[config.mk]
export PLATFORM = sky130hd
export DESIGN_NAME = uart_tx_buffered
export DESIGN_NICKNAME = d
export VERILOG_FILES = /design/src/rtl/uart_tx_buffered.sv
export SDC_FILE = /design/constraint.sdc
export NUM_CORES = 1
export LEC_CHECK = 0
export ABC_AREA = 1
export BUFFER_PORTS_ARGS = -buffer_cell sky130_fd_sc_hd__buf_2
export CAP_MARGIN = 40
export CORE_MARGIN = 1.5
export CORE_UTILIZATION = 55
export CTS_CLUSTER_SIZE = 40
export DETAILED_ROUTE_END_ITERATION = 6
export PLACE_DENSITY = 0.73
export SETUP_SLACK_MARGIN = 0.4
export SLEW_MARGIN = 20
export SYNTH_ARGS = -nofsm -noshare
export SYNTH_HDL_FRONTEND = slang
export SYNTH_SLANG_ARGS = --single-unit
[constraint.sdc]
create_clock -name clk -period 2.2 [get_ports clk]
set_clock_uncertainty 0.1 [all_clocks]
set_input_delay 0.22 -clock clk [delete_from_list [all_inputs] [get_ports clk]]
set_output_delay 0.22 -clock clk [all_outputs]
set_load 0.05 [all_outputs]
[src/rtl/uart_tx_buffered.sv]
// 8N1 UART transmitter fed from a small FIFO through a valid/ready push port.
// Frames are drained back-to-back: STOP hands straight to START when a byte is waiting.
module uart_tx_buffered #(
  parameter int unsigned CLKS_PER_BIT = 10417,
  parameter int unsigned FIFO_DEPTH   = 4
) (
  input  logic                               clk,
  input  logic                               reset,
  input  logic [7:0]                         tx_data,
  input  logic                               tx_valid,
  output logic                               tx_ready,
  output logic                               tx,
  output logic                               busy,
  output logic [$clog2(FIFO_DEPTH+1)-1:0]    fifo_count
);

  localparam int unsigned CW = $clog2(FIFO_DEPTH + 1);
  localparam int unsigned AW = $clog2(FIFO_DEPTH);
  localparam int unsigned BW = $clog2(CLKS_PER_BIT);

  typedef enum logic [1:0] {
    IDLE,
    START,
    DATA,
    STOP
  } state_e;

  state_e          state_q, state_d;
  logic [BW-1:0]   baud_q, baud_d;
  logic [2:0]      bit_q, bit_d;
  logic [7:0]      shift_q, shift_d;
  logic            tx_q, tx_d;
  logic            busy_q, busy_d;
  logic [CW-1:0]   count_q, count_d;
  logic [AW-1:0]   wr_ptr_q, wr_ptr_d;
  logic [AW-1:0]   rd_ptr_q, rd_ptr_d;
  logic [7:0]      mem_q [FIFO_DEPTH];
  logic [7:0]      mem_d [FIFO_DEPTH];

  logic            push;
  logic            pop;
  logic            baud_last;
  logic            have_byte;

  assign tx_ready   = (count_q != CW'(FIFO_DEPTH));
  assign tx         = tx_q;
  assign busy       = busy_q;
  assign fifo_count = count_q;

  assign push      = tx_valid && tx_ready;
  assign baud_last = (baud_q == BW'(CLKS_PER_BIT - 1));
  assign have_byte = (count_q != '0);

  // Frame sequencer: each line level is held for one full baud period.
  always_comb begin
    state_d = state_q;
    baud_d  = baud_last ? '0 : baud_q + BW'(1);
    bit_d   = bit_q;
    shift_d = shift_q;
    tx_d    = tx_q;
    busy_d  = busy_q;
    pop     = 1'b0;

    case (state_q)
      IDLE: begin
        baud_d = '0;
        tx_d   = 1'b1;
        busy_d = 1'b0;
        if (have_byte) begin
          pop     = 1'b1;
          shift_d = mem_q[rd_ptr_q];
          state_d = START;
          tx_d    = 1'b0;
          busy_d  = 1'b1;
        end
      end
      START: begin
        if (baud_last) begin
          state_d = DATA;
          bit_d   = 3'd0;
          tx_d    = shift_q[0];
        end
      end
      DATA: begin
        if (baud_last) begin
          if (bit_q == 3'd7) begin
            state_d = STOP;
            tx_d    = 1'b1;
          end else begin
            shift_d = {1'b0, shift_q[7:1]};
            bit_d   = bit_q + 3'd1;
            tx_d    = shift_q[1];
          end
        end
      end
      STOP: begin
        if (baud_last) begin
          if (have_byte) begin
            pop     = 1'b1;
            shift_d = mem_q[rd_ptr_q];
            state_d = START;
            tx_d    = 1'b0;
          end else begin
            state_d = IDLE;
            tx_d    = 1'b1;
            busy_d  = 1'b0;
          end
        end
      end
      default: begin
        state_d = IDLE;
        tx_d    = 1'b1;
        busy_d  = 1'b0;
      end
    endcase
  end

  // FIFO bookkeeping; pointers wrap on their natural width.
  always_comb begin
    mem_d    = mem_q;
    wr_ptr_d = wr_ptr_q + AW'(push);
    rd_ptr_d = rd_ptr_q + AW'(pop);
    count_d  = count_q + CW'(push) - CW'(pop);
    if (push) begin
      mem_d[wr_ptr_q] = tx_data;
    end
  end

  always_ff @(posedge clk or posedge reset) begin
    if (reset) begin
      state_q  <= IDLE;
      baud_q   <= '0;
      bit_q    <= '0;
      shift_q  <= '0;
      tx_q     <= 1'b1;
      busy_q   <= 1'b0;
      count_q  <= '0;
      wr_ptr_q <= '0;
      rd_ptr_q <= '0;
      for (int i = 0; i < FIFO_DEPTH; i++) begin
        mem_q[i] <= '0;
      end
    end else begin
      state_q  <= state_d;
      baud_q   <= baud_d;
      bit_q    <= bit_d;
      shift_q  <= shift_d;
      tx_q     <= tx_d;
      busy_q   <= busy_d;
      count_q  <= count_d;
      wr_ptr_q <= wr_ptr_d;
      rd_ptr_q <= rd_ptr_d;
      mem_q    <= mem_d;
    end
  end

endmodule
==> impl_metrics.json <==
{
  "status": "finished clean",
  "cts.sinks": 68,
  "holdPathStages": 3,
  "syn2layout_area_growth_pct": 18.1,
  "ys_seq_area_frac": 0.486,
  "hold_viol": 0,
  "power_frac_comb": 0.241,
  "total_power_mw": 3.97,
  "pre_cts_ws_ps": 37.0,
  "ys_top_cells_by_area": "dfrtp_1, nand2_1, nand3_1, o21ai_0, ha_1",
  "path_max_fanout": 4,
  "portBuffers": 16,
  "irDropWorstVdd_mv": 0.791,
  "avgSynthCellArea_um2": 8.25,
  "max_freq_mhz": 473,
  "path_depth": 11,
  "dp_cells": 516,
  "syn_inst": 425,
  "cp_data_required_time_ps": 2340,
  "worstPathCellList": "inv_1 > ha_4 > inv_1 > nand3_2 > nand2_4 > nand2_2 > nand2_1 > ha_1 > inv_1 > fa_2 > inv_1",
  "globalRouteOverflowTotal": 0,
  "synth_top_cell_by_area": "dfrtp_1",
  "final_layout_size_suffix_gt1_frac": 0.228,
  "synth_top_area_frac": 0.478,
  "worst_pin_slew_ps": 521,
  "power_frac_clock": 0.302,
  "rows": 28,
  "power.switching_mw": 1.32,
  "drv_cap": 0,
  "grt_pass1_wl_um": 12800,
  "initial_core_util": 0.582,
  "crit_slowest_cell": "fa_2",
  "reg2reg_depth": 11,
  "wire_per_inst_um": 13.4,
  "ys_types": 32,
  "slowest_delay_ps": 510,
  "slew_violations": 0,
  "critPathBufInv": 4,
  "min_period_ps": 2110,
  "die_h_um": 82.9,
  "ys_warn_count": 0,
  "power.density_mw_per_mm2": 959,
  "p_int_mw": 2.65,
  "fill_cells": 500,
  "cp-end-kind": "flop",
  "clk_pin_slew_ps": 80,
  "totalWireLength_um": 7360,
  "drc": 0,
  "p_seq_frac": 0.456,
  "vias": 2833,
  "cts.path.max_buffers": 2,
  "min_period_over_period": 0.961,
  "setup_violations": 0,
  "finalNetCount": 491,
  "syn-cell-area_mm2": 0.00351,
  "drt_iter0_markers": 159,
  "ys_ff_latch": 68,
  "dieArea_mm2": 0.00686,
  "path_delay_family": "adder cells",
  "critPathMostFrequentCell": "inv_1",
  "postLayoutSetupSlackWorst_ps": 85.5,
  "antenna_left": 0,
  "switching_share": 0.333,
  "antenna_found_initial": 0,
  "grt_pass1_vias": 2724,
  "hp-start": "tx_data[0]",
  "reg2reg_slack_ps": 90,
  "grt_use_total": 0.232,
  "io-pin-count": 17,
  "cts_buffers": 9,
  "synth_nets": 448,
  "crit_arrival_ps": 2260,
  "holdCritPathClass": "in2reg",
  "p_leak_nw": 2.12,
  "start_kind": "flop",
  "die_w_um": 82.9,
  "cts_tree": "yes",
  "post-dp-hpwl_um": 4850,
  "gp_congestion": 0.788,
  "grt_max_degree": 51,
  "final_cells": 548,
  "clk_latency_ps": 340,
  "root_buffer": "clkbuf_8",
  "via_per_inst": 5.17,
  "criticalPathCategory": "reg2reg",
  "drt_pass1_iterations": 4,
  "relSlewSlack": 0.652,
  "r2r_start": "state_q[0]$_DFFE_PP0P_",
  "diodes": 0,
  "crit_path_start": "state_q[0]$_DFFE_PP0P_",
  "rsz0062_at_grt": "true",
  "htreeDepth": 3,
  "fp.coreArea_mm2": 0.00603
}
[per-layer routing]
layer / GRT usage / routed length [um] / up-vias
met5: 0 / 0 / -
met4: 0.0909 / 129 / 0
met3: 0.0437 / 235 / 11
met2: 0.373 / 3600 / 45
met1: 0.312 / 3400 / 1327
li1: - / - / 1450
[final timing paths]
| check | endpoint |
|---|---|
| setup / recovery | fifo_count[1]$_DFF_PP0_ |
| hold / removal | mem_q[0]$_DFFE_PP0P_ |
| setup reg to reg | fifo_count[1]$_DFF_PP0_ |
| hold reg to reg | shift_q[7]$_DFFE_PP0P_ |
| max in group asynchronous | tx$_DFFE_PP1P_ |
| min in group asynchronous | mem_q[27]$_DFFE_PP0P_ |
[synthesized netlist by cell type]
cell      count
clkinv_2      1
nor2_4        2
a21oi_1       8
dfstp_2       1
nor3_1        3
nand2_4       3
nor2_8        1
o21ai_1      14
a31oi_1       1
nand2_2       9
buf_6         2
ha_1         11
nor2_1       27
dfrtp_1      67
nor2_2        4
inv_4         1
nor3b_2       1
o211ai_1      1
nand4_1       2
fa_1          1
o22ai_1       2
nand3_2       1
xnor2_1       4
o21ai_0      28
inv_2         9
nand2_1     132
inv_1        34
xor2_1        2
buf_2         7
o22ai_4       1
nand3_1      42
nand3_4       3
[cell usage in the layout, fill, tap and decap left out, types with 3 or more instances in the layout]
cell type	instances
nor2_2	3
nand2_1	131
inv_1	30
buf_2	16
dfrtp_2	3
a21oi_1	8
nand2_4	5
o21ai_1	14
xnor2_1	4
nand3_4	3
dfrtp_1	64
ha_1	8
nor2_4	4
nand2_2	8
buf_4	22
clkinv_2	3
inv_2	11
nor3_1	3
nand3_2	3
o21ai_0	28
nor2_1	26
nand3_1	40
clkbuf_8	12
[metrics by stage]
step / utilization / area, um2 / setup TNS (ps) / hold slack [ps]
floorplan: - / 3550 / 0 / 276
global placement: 0.621 / 3740 / 0 / 145
detailed placement: 0.621 / 3740 / 0 / 146
CTS: 0.673 / 4060 / 0 / 61.4
global route: 0.687 / 4140 / -2.39 / 84.7
finish: 0.687 / 4140 / 0 / 65.3
[tightest hold or removal path: stages]
cell and delay (ps):
buf_2 70, inv_1 50, o21ai_1 120
[state kept, by name (all words and copies together), names as in the netlist]
| register | count |
|---|---|
| bit_q | 3 |
| busy | 1 |
| tx | 1 |
| shift_q | 8 |
| baud_q | 14 |
| rd_ptr_q | 2 |
| wr_ptr_q | 2 |
| fifo_count | 3 |
| mem_q | 32 |
| state_q | 2 |
[kinds of logic after synthesis]
| kind of cell | synth area share |
|---|---|
| XOR/XNOR | 0.0150 |
| AND/OR/NAND/NOR | 0.304 |
| flip-flops | 0.486 |
| buffers and inverters | 0.0656 |
| AO/OA/AOI/OAI | 0.0846 |
| adder cells (fa/ha/maj) | 0.0450 |
[power by group through the flow]
stage / registers [mW] / clock network (mW) / logic, mW
after floorplan: 1.87 / 0 / 0.681
after global placement: 1.80 / 0 / 0.924
after detailed placement: 1.82 / 0 / 0.955
after CTS: 1.81 / 1.21 / 0.969
after global routing: 1.85 / 1.27 / 1.10
final: 1.81 / 1.20 / 0.959
[area by class of cell]
class                   count  area (um2)  share of cell area
flip-flops and latches     68        1710               0.412
multi-input cells         303        1640               0.396
repair buffers             41         287              0.0692
inverters                  45         179              0.0432
clock buffers              12         165              0.0399
well taps                  75        93.8              0.0227
clock inverters             4        70.1              0.0169
[timing repair]
item / CTS / global route
endpoints found under the hold margin: 18 / 0
pin swaps: 6 / 5
buffers inserted: 6 / 9
endpoints found under the setup margin: 12 / 14
resized for setup: 4 / 4
gates cloned: 0 / 0
hold buffers: 1 / 0
Note: power is estimated with default switching activity, not from simulation.
